File: src/rtl/truco_pkg.sv
// Shared types for the Truco hand sequencer: FSM states, trick-result codes,
// the stake ladder and its step function, and the default match-ending score.
// No logic state lives here; latency and backpressure do not apply.
package truco_pkg;

  typedef enum logic [2:0] {
    S_IDLE,
    S_WAIT_FIRST,
    S_WAIT_SECOND,
    S_COMPARE,
    S_RAISE_PEND,
    S_HAND_DONE,
    S_GAME_OVER
  } state_t;

  typedef enum logic [1:0] {
    TR_NONE = 2'd0,
    TR_P1   = 2'd1,
    TR_P2   = 2'd2,
    TR_TIE  = 2'd3
  } trick_t;

  localparam logic [3:0] STAKE_1  = 4'd1;
  localparam logic [3:0] STAKE_3  = 4'd3;
  localparam logic [3:0] STAKE_6  = 4'd6;
  localparam logic [3:0] STAKE_9  = 4'd9;
  localparam logic [3:0] STAKE_12 = 4'd12;

  localparam int WIN_SCORE_DEF = 12;

  // One rung up the truco ladder; the top rung is sticky.
  function automatic logic [3:0] next_stake(input logic [3:0] s);
    case (s)
      STAKE_1: next_stake = STAKE_3;
      STAKE_3: next_stake = STAKE_6;
      STAKE_6: next_stake = STAKE_9;
      default: next_stake = STAKE_12;
    endcase
  endfunction

endpackage

File: src/rtl/truco_hand_judge.sv
// Hand judge: maps the three trick results to {resolved, no_points, winner}.
// Latency: purely combinational. Backpressure: none, evaluated every cycle.
// Ports: t0..t2 trick results (TR_NONE = not yet played); winner 0 = P1, 1 = P2.
module truco_hand_judge
  import truco_pkg::*;
(
  input  trick_t t0,
  input  trick_t t1,
  input  trick_t t2,
  output logic   resolved,
  output logic   no_points,
  output logic   winner
);

  logic [1:0] w1, w2;
  logic       t0_win, t1_win, t2_win;

  always_comb begin
    w1 = {1'b0, t0 == TR_P1} + {1'b0, t1 == TR_P1} + {1'b0, t2 == TR_P1};
    w2 = {1'b0, t0 == TR_P2} + {1'b0, t1 == TR_P2} + {1'b0, t2 == TR_P2};
    t0_win = (t0 == TR_P1) || (t0 == TR_P2);
    t1_win = (t1 == TR_P1) || (t1 == TR_P2);
    t2_win = (t2 == TR_P1) || (t2 == TR_P2);

    resolved  = 1'b1;
    no_points = 1'b0;
    winner    = 1'b0;
    if (w1 >= 2'd2) begin
      winner = 1'b0;
    end else if (w2 >= 2'd2) begin
      winner = 1'b1;
    end else if (t0 == TR_TIE && t1_win) begin
      winner = (t1 == TR_P2);
    end else if (t0_win && t1 == TR_TIE) begin
      winner = (t0 == TR_P2);
    end else if (t0_win && t2 == TR_TIE) begin
      // Split first two tricks, third tied: first-trick winner takes it.
      winner = (t0 == TR_P2);
    end else if (t0 == TR_TIE && t1 == TR_TIE && t2_win) begin
      winner = (t2 == TR_P2);
    end else if (t0 == TR_TIE && t1 == TR_TIE && t2 == TR_TIE) begin
      no_points = 1'b1;
    end else begin
      resolved = 1'b0;
    end
  end

endmodule

File: src/rtl/truco_hand_ctrl.sv
// Truco match sequencer: turns, trick compare, best-of-three hands, raise ladder, score to WIN_SCORE.
// Latency: each accepted pulse acts on the same edge; all outputs registered (visible next cycle).
// Backpressure: none; pulses not valid for the current state/turn are dropped.
// Ports: Clk/Clr clock and async active-low clear; Start/Play1/Play2/Raise/Accept/Fold event
// pulses; P1/P2 offered cards; PS1/PS2/Cmp to the compare datapath; Turn, Stake, Score1/2,
// HandEnd, End, Winner to display logic.
module truco_hand_ctrl
  import truco_pkg::*;
#(
  parameter int WIN_SCORE = WIN_SCORE_DEF
) (
  input  logic       Clk,
  input  logic       Clr,
  input  logic       Start,
  input  logic [2:0] P1,
  input  logic [2:0] P2,
  input  logic       Play1,
  input  logic       Play2,
  input  logic       Raise,
  input  logic       Accept,
  input  logic       Fold,
  output logic [2:0] PS1,
  output logic [2:0] PS2,
  output logic       Cmp,
  output logic       Turn,
  output logic [3:0] Stake,
  output logic [3:0] Score1,
  output logic [3:0] Score2,
  output logic       HandEnd,
  output logic       End,
  output logic       Winner
);

  localparam logic [4:0] WIN5 = 5'(WIN_SCORE);

  state_t     state, saved_state;
  trick_t     t0, t1, t2;
  trick_t     cur_res, n0, n1, n2;
  logic [1:0] trick_idx;
  logic       starter, leader, saved_turn;
  logic       raiser_vld, raiser;
  logic       award_p2, award_none;
  logic       resolved, no_points, hand_winner;
  logic       turn_play, raise_ok;
  logic [4:0] sum1, sum2, new1, new2;

  // Judge sees the trick table as it will be after the current compare lands.
  always_comb begin
    cur_res = TR_TIE;
    if (PS1 > PS2)      cur_res = TR_P1;
    else if (PS2 > PS1) cur_res = TR_P2;
    n0 = t0;
    n1 = t1;
    n2 = t2;
    case (trick_idx)
      2'd0:    n0 = cur_res;
      2'd1:    n1 = cur_res;
      default: n2 = cur_res;
    endcase
  end

  truco_hand_judge u_judge (
    .t0        (n0),
    .t1        (n1),
    .t2        (n2),
    .resolved  (resolved),
    .no_points (no_points),
    .winner    (hand_winner)
  );

  always_comb begin
    turn_play = Turn ? Play2 : Play1;
    // A player may not re-raise their own accepted raise.
    raise_ok  = Raise && (Stake != STAKE_12) && !(raiser_vld && (raiser == Turn));
    sum1 = {1'b0, Score1} + {1'b0, Stake};
    sum2 = {1'b0, Score2} + {1'b0, Stake};
    new1 = {1'b0, Score1};
    new2 = {1'b0, Score2};
    if (!award_none && !award_p2) new1 = (sum1 >= WIN5) ? WIN5 : sum1;
    if (!award_none &&  award_p2) new2 = (sum2 >= WIN5) ? WIN5 : sum2;
  end

  always_ff @(posedge Clk or negedge Clr) begin
    if (!Clr) begin
      state       <= S_IDLE;
      saved_state <= S_IDLE;
      PS1         <= 3'd0;
      PS2         <= 3'd0;
      Cmp         <= 1'b0;
      Turn        <= 1'b0;
      Stake       <= STAKE_1;
      Score1      <= 4'd0;
      Score2      <= 4'd0;
      HandEnd     <= 1'b0;
      End         <= 1'b0;
      Winner      <= 1'b0;
      t0          <= TR_NONE;
      t1          <= TR_NONE;
      t2          <= TR_NONE;
      trick_idx   <= 2'd0;
      starter     <= 1'b0;
      leader      <= 1'b0;
      saved_turn  <= 1'b0;
      raiser_vld  <= 1'b0;
      raiser      <= 1'b0;
      award_p2    <= 1'b0;
      award_none  <= 1'b0;
    end else begin
      Cmp     <= 1'b0;
      HandEnd <= 1'b0;
      case (state)
        S_IDLE, S_GAME_OVER: begin
          if (Start) begin
            Score1     <= 4'd0;
            Score2     <= 4'd0;
            End        <= 1'b0;
            Winner     <= 1'b0;
            Stake      <= STAKE_1;
            starter    <= 1'b0;
            Turn       <= 1'b0;
            t0         <= TR_NONE;
            t1         <= TR_NONE;
            t2         <= TR_NONE;
            trick_idx  <= 2'd0;
            raiser_vld <= 1'b0;
            state      <= S_WAIT_FIRST;
          end
        end
        S_WAIT_FIRST, S_WAIT_SECOND: begin
          // Raise outranks a same-cycle Play, which is dropped.
          if (raise_ok) begin
            saved_state <= state;
            saved_turn  <= Turn;
            Turn        <= ~Turn;
            state       <= S_RAISE_PEND;
          end else if (turn_play) begin
            if (Turn) PS2 <= P2;
            else      PS1 <= P1;
            if (state == S_WAIT_FIRST) begin
              leader <= Turn;
              Turn   <= ~Turn;
              state  <= S_WAIT_SECOND;
            end else begin
              Cmp    <= 1'b1;
              state  <= S_COMPARE;
            end
          end
        end
        S_COMPARE: begin
          t0 <= n0;
          t1 <= n1;
          t2 <= n2;
          if (resolved) begin
            award_none <= no_points;
            award_p2   <= hand_winner;
            state      <= S_HAND_DONE;
          end else begin
            trick_idx <= trick_idx + 2'd1;
            // Tie: the leader of the tied trick leads again.
            Turn      <= (cur_res == TR_TIE) ? leader : (cur_res == TR_P2);
            state     <= S_WAIT_FIRST;
          end
        end
        S_RAISE_PEND: begin
          if (Fold) begin
            award_none <= 1'b0;
            award_p2   <= saved_turn;
            state      <= S_HAND_DONE;
          end else if (Accept) begin
            Stake      <= next_stake(Stake);
            raiser_vld <= 1'b1;
            raiser     <= saved_turn;
            Turn       <= saved_turn;
            state      <= saved_state;
          end
        end
        S_HAND_DONE: begin
          Score1  <= new1[3:0];
          Score2  <= new2[3:0];
          HandEnd <= 1'b1;
          if (new1 >= WIN5 || new2 >= WIN5) begin
            End    <= 1'b1;
            Winner <= (new2 >= WIN5);
            state  <= S_GAME_OVER;
          end else begin
            t0         <= TR_NONE;
            t1         <= TR_NONE;
            t2         <= TR_NONE;
            trick_idx  <= 2'd0;
            Stake      <= STAKE_1;
            raiser_vld <= 1'b0;
            starter    <= ~starter;
            Turn       <= ~starter;
            state      <= S_WAIT_FIRST;
          end
        end
        default: state <= S_IDLE;
      endcase
    end
  end

endmodule

File: config.mk
export PLATFORM = sky130hd
export DESIGN_NAME = truco_hand_ctrl
export DESIGN_NICKNAME = d
export VERILOG_FILES = /design/src/rtl/truco_pkg.sv /design/src/rtl/truco_hand_judge.sv /design/src/rtl/truco_hand_ctrl.sv
export SDC_FILE = /design/constraint.sdc
export NUM_CORES = 1
export LEC_CHECK = 0
export CORE_MARGIN = 3
export CORE_UTILIZATION = 50
export DETAILED_ROUTE_END_ITERATION = 8
export PLACE_DENSITY = 0.74
export RECOVER_POWER = 100
export SLEW_MARGIN = 25
export SYNTH_ARGS = -nofsm -noshare
export SYNTH_HDL_FRONTEND = slang
export SYNTH_SLANG_ARGS = --single-unit
File: constraint.sdc
create_clock -name Clk -period 5.28 [get_ports Clk]
set_clock_uncertainty 0.1 [all_clocks]
set_input_delay 1.056 -clock Clk [delete_from_list [all_inputs] [get_ports Clk]]
set_output_delay 1.056 -clock Clk [all_outputs]
set_load 0.05 [all_outputs]
==> results.json, run 1 <==
{
  "ys.flop_type": "dfrtp_1",
  "muxShareOfSynthArea_pct": 4.99,
  "ys_types": 60,
  "ios": 37,
  "ys_seq_area_share_pct": 37.2,
  "max_slew_margin_pct": -56.6,
  "ctsHoldBuffers": 0,
  "antenna_cells": 0,
  "synth-edff-count": 0,
  "core_mm2": 0.00561,
  "layout_commonest_cell": "dfrtp_1",
  "initial_utilization_pct": 52.8,
  "grt_pass1_wl_um": 11900,
  "syn-num-nets": 356,
  "syn_avg_cell_area_um2": 9.37,
  "critPathLaunchType": "register",
  "final_cells": 426,
  "holdCritStartpoint": "t2[1]",
  "synthSimpleGateAreaFrac_pct": 16.1,
  "die_y_um": 82.9,
  "drc": 0,
  "worstMarginPinSlew_ps": 2350,
  "clockBufferDepth": 2,
  "timing.hold.ws_ps": 396,
  "vias": 2537,
  "r2r-end": "Turn",
  "drive_gt1_share_pct": 6.21,
  "maxCapViolations": 1,
  "yosysTopAreaCellShare_pct": 36.3,
  "cts-root-buf": "clkbuf_8",
  "cp.required_ps": 5370,
  "antenna_found_initial": 0,
  "fmax_ghz": 0.234,
  "hp-class": "register to register",
  "netlist.top_cell.by_area": "dfrtp_1",
  "grt.total_usage_pct": 20.5,
  "cts_tree": "built",
  "synth-xor-area-share_pct": 0.592,
  "register_area_mm2": 0.00110,
  "path_max_fanout": 8,
  "cts.sinks": 44,
  "path_clk_slew_ps": 80,
  "slew_violations": 45,
  "die_area_mm2": 0.00688,
  "rsz0062_at_grt": "no",
  "rrSetupSlack_ps": 1010,
  "hold_end": "t2[1]",
  "synth_top_family_by_area": "compound AO/OA/AOI/OAI gates",
  "final-hold-violation-count": 0,
  "cp.arrival_ps": 4350,
  "critPathKind": "register to register",
  "power_density_mw_per_mm2": 674,
  "first_iter_violations": 166,
  "synth_compound_area_share_pct": 25.7,
  "async_flop_share_pct": 100,
  "cts-resized-gates": 0,
  "worstSkewPairLatency_ps": 300,
  "synthAdderAreaFrac_pct": 11.5,
  "post-route-util_pct": 61.0,
  "setup_viol": 0,
  "gp_routability_congestion": 0.910,
  "grt_pass1_vias": 2481,
  "grt-ovfl-total": 0,
  "yosys_warnings": 0,
  "postCtsSetupBuffers": 0,
  "reg2reg_depth": 15,
  "hold-path-cell-count": 1,
  "syn_inst": 316,
  "r2r-start": "PS1[2]",
  "postRouteWirelength_um": 6770,
  "ant_nets": 0,
  "setup_tns_ps": 0,
  "wl_per_cell_um": 15.9,
  "period_share_pct": 80.8,
  "cts_made_buffers": 5,
  "layout_common_cells": "43 x dfrtp_1, 28 x nor2_1, 28 x o21ai_0",
  "fill_cells": 525,
  "htree_levels": 2,
  "nets": 393,
  "synth_area_mm2": 0.00296,
  "p_leak_nw": 1.63,
  "placed_cells": 418,
  "ys_ff_latch": 44,
  "dpl.hpwl_um": 4950,
  "drtPass1Iterations": 5,
  "die_w_um": 82.9,
  "synth_area_leaders": "dfrtp_1 36%, ha_1 10%, o21ai_0 4.6%",
  "peakVddDrop_v": 0.000416,
  "rows": 27,
  "area_delta_synth_final_pct": 15.6,
  "violations": "capacitance limit, slew limit",
  "detail_route.vias_per_cell": 5.96,
  "period_needed_ps": 4270,
  "status": "finished with violations",
  "crit_path_end_kind": "register",
  "grt_max_degree": 45,
  "multi_input_comb_area_mm2": 0.00170,
  "power_mw": 2.31,
  "port_buffers": 36
}
==> metrics by stage <==
stage / setup slack (ps) / instance area [µm²]
finish: 1010 / 3420
global route: 628 / 3420
CTS: 1290 / 3470
detailed placement: 1310 / 3380
global placement: 1490 / 3380
floorplan: 1440 / 2960
==> power breakdown <==
group          internal, mW  switching [mW]
registers             0.467           0.145
clock network         0.107           0.116
logic                 0.555           0.917
==> registers in the layout, summed over array words and instances, names as in the netlist, 2 cells and up <==
register / flops
PS1: 3
t1: 2
Score1: 4
PS2: 3
Stake: 4
t0: 2
Score2: 4
t2: 2
state: 3
trick_idx: 2
saved_state: 3
==> worst max path at each step <==
stage | start | end | slack (ps) | cells after the start
2_1_floorplan | PS1[2] | Turn | 1440 | 15
4_1_cts | PS1[2] | Turn | 1290 | 15
3_3_place_gp | PS1[2] | Turn | 1490 | 15
3_5_place_dp | PS1[2] | Turn | 1310 | 15
5_1_grt | PS1[2] | Turn | 630 | 15
6_report | PS1[2] | Turn | 1010 | 15
==> metal layers <==
layer | up-vias | track usage (%) | share of wire (%)
li1 | 1236 | - | -
met1 | 1232 | 29.2 | 49
met2 | 63 | 32.6 | 46
met3 | 6 | 3.47 | 4.1
met4 | 0 | 5.20 | 0.96
met5 | - | 0 | 0
==> Yosys cell counts (all sizes together) (3+ instances only) <==
master,count
nor3,9
a211oi,6
and3,3
o21ai,28
and2,4
o21a,3
a31oi,4
a21oi,25
nor2,28
ha,24
buf,4
nor2b,7
a21o,5
mux2,11
nand2,23
nand2b,4
a22o,11
dfrtp,43
nand3,6
inv,22
==> cells by family (layout without fill, tap and decap cells) <==
family                   count (synthesis)  after routing
adder cells (fa/ha/maj)                 26             26
AO/OA/AOI/OAI                          108            108
AND/OR/NAND/NOR                         95             95
multiplexers                            13             13
buffers and inverters                   28             66
flip-flops                              44             44
XOR/XNOR                                 2              2
==> worst max-delay path, cell delays in order, from the launching register on <==
cell       delay, ps
dfrtp_1          360
inv_1             50
ha_1             320
nand2_1           90
nor2_1            40
a211oi_1         520
nor2b_1          180
a21oi_1          340
inv_1            100
ha_1             230
ha_1             310
a21oi_1          130
nand4_1          140
o21ai_0          680
o2111ai_2        210
mux2_1           360
==> layout make-up <==
class | instances | share of cell area (%)
clock buffer | 8 | 2.63
inverter | 22 | 2.41
multi-input combinational | 244 | 49.8
sequential | 44 | 32.2
tap | 72 | 2.63
timing repair buffer | 36 | 10.3
Power figures use the tool's default switching activity.
==> inputs of run 2 (changes only) <==
PLACE_DENSITY = 0.77   (was 0.74)
clock period = 3.45 ns   (was 5.28 ns; I/O delays follow)
==> results.json, run 2 (synthesis results as in run 1) <==
{
  "clockBufferDepth": 2,
  "cp.required_ps": 3540,
  "drtPass1Iterations": 5,
  "grt.total_usage_pct": 20.7,
  "grt_pass1_wl_um": 12000,
  "die_area_mm2": 0.00688,
  "die_y_um": 82.9,
  "detail_route.vias_per_cell": 6.00,
  "violations": "capacitance limit, slew limit",
  "max_slew_margin_pct": -60.1,
  "rows": 27,
  "cts_made_buffers": 5,
  "setup_viol": 0,
  "wl_per_cell_um": 16.0,
  "vias": 2604,
  "cp-startpoint": "PS1[2]",
  "rsz0062_at_grt": "no",
  "postRouteWirelength_um": 6920,
  "final-hold-violation-count": 0,
  "ant_nets": 0,
  "core_mm2": 0.00561,
  "reg_top3": "Score1: 4 flops, Score2: 4 flops, Stake: 4 flops",
  "grt.met2_usage_pct": 33.4,
  "grt_pass1_vias": 2482,
  "ctsHoldBuffers": 0,
  "critPathKind": "register to register",
  "peakVddDrop_v": 0.000535,
  "drc": 0,
  "grt-ovfl-total": 0,
  "setup_tns_ps": 0,
  "crit_path_end_kind": "register",
  "path_clk_slew_ps": 90,
  "worstMarginPinSlew_ps": 2400,
  "die_w_um": 82.9,
  "p_leak_nw": 1.66,
  "gp_routability_congestion": 0.900,
  "layout_commonest_cell": "dfrtp_1",
  "cp.arrival_ps": 3380,
  "area_delta_synth_final_pct": 18.9,
  "antenna_found_initial": 0,
  "holdCritStartpoint": "saved_state[2]",
  "cts.sinks": 44,
  "grt_max_degree": 45,
  "maxCapViolations": 1,
  "cts_tree": "built",
  "layout_common_cells": "39 x dfrtp_1, 28 x nor2_1, 26 x o21ai_0",
  "port_buffers": 36,
  "fmax_ghz": 0.304,
  "use_met3_pct": 3.37,
  "slew_violations": 45,
  "hp-class": "register to register",
  "power_density_mw_per_mm2": 1060,
  "fill_cells": 487,
  "worstSkewPairLatency_ps": 300,
  "htree_levels": 2,
  "dpl.hpwl_um": 5220,
  "r2r-start": "PS1[2]",
  "period_share_pct": 95.4,
  "critPathLaunchType": "register",
  "drive_gt1_share_pct": 10.5,
  "timing.hold.ws_ps": 402,
  "antenna_cells": 0,
  "initial_utilization_pct": 52.8,
  "grt.busiest_layer": "met2",
  "period_needed_ps": 3290,
  "first_iter_violations": 230,
  "grt_use_met1_pct": 29.1,
  "cts-root-buf": "clkbuf_8",
  "path_max_fanout": 4,
  "status": "finished with violations",
  "ios": 37,
  "nets": 401
}
==> run 2: what timing repair did <==
item / 4_1_cts / 5_1_grt
gates resized for setup: 0 / 1
setup buffers: 0 / 1
endpoints found under the setup margin: 0 / 5
==> run 2: power breakdown <==
group	switching [mW]	total [mW]	internal (mW)
clock network	0.180	0.343	0.163
logic	1.49	2.46	0.975
registers	0.217	0.936	0.719
total	1.89	3.74	1.86
==> run 2: stage by stage <==
| stage | power [mW] | setup WS [ps] | util [%] | std cells | cell area, µm² |
|---|---|---|---|---|---|
| after floorplan | 2.75 | 32.4 | - | 316 | 2980 |
| after global placement | 3.35 | 305 | 61.5 | 425 | 3450 |
| after detailed placement | 3.42 | 131 | 61.5 | 425 | 3450 |
| after CTS | 3.78 | 116 | 63.2 | 433 | 3540 |
| after global routing | 4.04 | 1.63 | 62.8 | 434 | 3520 |
| final | 3.74 | 159 | 62.8 | 434 | 3520 |
==> run 2: worst max-delay path: stages, from the launching register on <==
cell	delay (ps)
dfrtp_2	380
inv_1	40
ha_1	320
nand2_1	80
nor2_1	50
a211oi_2	240
nor2b_1	130
a21oi_2	230
inv_1	80
ha_1	240
ha_1	300
a21oi_1	130
nand4_1	160
o21ai_2	250
o2111ai_2	140
mux2_4	320
==> run 2: cell type report <==
cell class | count | area [µm²] | share of cell area [%]
Clock buffer | 7 | 86.3 | 2.45
Timing Repair Buffer | 44 | 403 | 11.4
Inverter | 22 | 82.6 | 2.35
Clock inverter | 1 | 7.51 | 0.213
Multi-Input combinational cell | 244 | 1740 | 49.5
Tap cell | 72 | 90.1 | 2.56
Sequential cell | 44 | 1110 | 31.5
==> run 2: path summary, 6_finish.rpt <==
path	end	slack [ps]	depth (start not counted)
max in group asynchronous	PS1[2]	690	1
setup / recovery	Turn	160	15
hold / removal	saved_state[2]	400	1
hold reg to reg	saved_state[2]	400	1
min in group asynchronous	Cmp	1020	1
setup reg to reg	Turn	160	15
==> run 2: routing by layer <==
layer	routed length, µm	vias to the layer above
met4	48	0
met3	301	7
li1	-	1258
met5	0	-
met2	3260	79
met1	3320	1260
==> inputs of run 3 (changes only) <==
CELL_PAD_IN_SITES_DETAIL_PLACEMENT = 0   (was unset)
CELL_PAD_IN_SITES_GLOBAL_PLACEMENT = 2   (was unset)
CORE_UTILIZATION = 31   (was 50)
CTS_CLUSTER_DIAMETER = 40   (was unset)
PLACE_DENSITY = 0.76   (was 0.77)
==> results.json, run 3 (synthesis results as in run 1) <==
{
  "path_clk_slew_ps": 100,
  "switching_power_mw": 1.93,
  "fin_ws_ps": 256,
  "cts_tree": "built",
  "drtPass1Iterations": 4,
  "slew_violations": 0,
  "power_density_mw_per_mm2": 1070,
  "rows": 35,
  "reg_top3": "Score1: 4 flops, Score2: 4 flops, Stake: 4 flops",
  "p_seq_share_pct": 23.8,
  "cp.arrival_ps": 3290,
  "ios": 37,
  "final_cells": 494,
  "path_cells": "inv_1 > ha_1 > nand2_1 > nor2_1 > a211oi_2 > nor2b_2 > a21oi_2 > inv_1 > ha_1 > ha_1 > a21oi_1 > nand4_1 > o21ai_2 > o2111ai_2 > mux2_4",
  "cp.required_ps": 3550,
  "layout_common_cells": "39 x dfrtp_1, 28 x nor2_1, 26 x o21ai_0",
  "grt_pass1_wl_um": 12900,
  "swShare_pct": 49.6,
  "cts-root-buf": "clkbuf_8",
  "initial_utilization_pct": 32.0,
  "period_needed_ps": 3190,
  "setup_viol": 0,
  "nets": 404,
  "wl_per_cell_um": 15.4,
  "drc": 0,
  "grt.total_usage_pct": 14.5,
  "area_delta_synth_final_pct": 23.1,
  "dpl.hpwl_um": 5690,
  "max_slew_margin_pct": 56.3,
  "clkPwrFrac_pct": 10.8,
  "vias": 2537,
  "path_max_fanout": 4,
  "dp_slack_ps": 218,
  "comb_power_share_pct": 65.4,
  "fmax_ghz": 0.313,
  "htree_levels": 2,
  "cts.sinks": 44,
  "final-hold-violation-count": 0,
  "gp_routability_congestion": 0.827,
  "detail_route.vias_per_cell": 5.14,
  "antenna_found_initial": 0,
  "core_mm2": 0.00924,
  "crit_slowest_cell": "dfrtp_2",
  "status": "finished, final reports clean",
  "drive_gt1_share_pct": 12.6,
  "crit_top_cell": "ha_1",
  "intPower_mw": 1.96,
  "max_stage_delay_ps": 380,
  "worstMarginPinSlew_ps": 639,
  "power_mw": 3.89,
  "postRouteWirelength_um": 7590,
  "period_share_pct": 92.6,
  "die_area_mm2": 0.0108,
  "cts_made_buffers": 5,
  "hp-class": "input port to asynchronous set/reset pin",
  "grt-ovfl-total": 0,
  "reg2reg_depth": 15,
  "critPathLaunchType": "register",
  "maxCapViolations": 0,
  "die_y_um": 104,
  "clockBufferDepth": 2,
  "timing.hold.ws_ps": 271,
  "peakVddDrop_v": 0.000429,
  "die_w_um": 104,
  "placed_cells": 484,
  "ctsHoldBuffers": 0,
  "grt_pass1_vias": 2595,
  "p_leak_nw": 1.70,
  "critPathKind": "register to register",
  "crit_path_end_kind": "register",
  "worstSkewPairLatency_ps": 310,
  "grt_max_degree": 45,
  "ant_nets": 0,
  "layout_commonest_cell": "dfrtp_1",
  "first_iter_violations": 141,
  "antenna_cells": 0,
  "port_buffers": 36
}
## run 3: cell types whose count changed in the layout (fill, tap and decap cells not counted), sizes merged
cell,delta
buf,+4
clkbuf,-3
bufinv,+1
inv,+1
## run 3: worst max-delay path: cells and delay by family (launching register included)
| family | cells | cell delay (ps) |
|---|---|---|
| fa+ha+maj | 3 | 860 |
| buf+inv | 2 | 110 |
| compound gates | 5 | 950 |
| simple gates | 4 | 360 |
| flops | 1 | 380 |
| mux | 1 | 310 |
## run 3: area by class of cell
cell class / instances / area, µm²
sequential: 44 / 1110
clock inverter: 3 / 46.3
timing repair buffer: 47 / 429
tap: 129 / 161
fill: 936 / 5600
inverter: 22 / 82.6
multi-input combinational: 244 / 1750
clock buffer: 5 / 68.8
## run 3: final timing paths
| path | start | end | slack (ps) |
|---|---|---|---|
| max in group asynchronous | Clr | PS2[1] | 2530 |
| worst min-delay path | Clr | HandEnd | 270 |
| worst max-delay path | PS1[2] | Turn | 260 |
| worst min register to register | trick_idx[1] | trick_idx[1] | 400 |
| worst max register to register | PS1[2] | Turn | 260 |
| min in group Clk | trick_idx[1] | trick_idx[1] | 400 |
## run 3: what timing repair did
| action | CTS | global route |
|---|---|---|
| endpoints found under the setup margin | 0 | 5 |
| resized for setup | 0 | 3 |
| setup buffers | 0 | 2 |
## run 3: layer usage
| metal | vias to the layer above | track usage [%] | routed length (µm) |
|---|---|---|---|
| li1 | 1265 | - | - |
| met1 | 1192 | 18.7 | 3530 |
| met2 | 66 | 23.8 | 3510 |
| met3 | 14 | 3.49 | 381 |
| met4 | 0 | 4.75 | 163 |
| met5 | - | 0 | 0 |
## run 3: power groups by stage
stage / registers [mW] / clock network, mW / logic [mW]
final: 0.925 / 0.421 / 2.55
after floorplan: 1.19 / 0 / 1.56
after global placement: 0.943 / 0 / 2.55
after global routing: 0.968 / 0.454 / 2.85
after detailed placement: 0.944 / 0 / 2.56
after CTS: 0.936 / 0.431 / 2.58
## run 3: through the flow
step / area, µm² / util [%] / setup TNS (ps)
floorplan: 2980 / - / 0
global placement: 3540 / 38.3 / 0
detailed placement: 3540 / 38.3 / 0
CTS: 3650 / 39.5 / 0
global route: 3640 / 39.4 / -6.40
finish: 3640 / 39.4 / 0
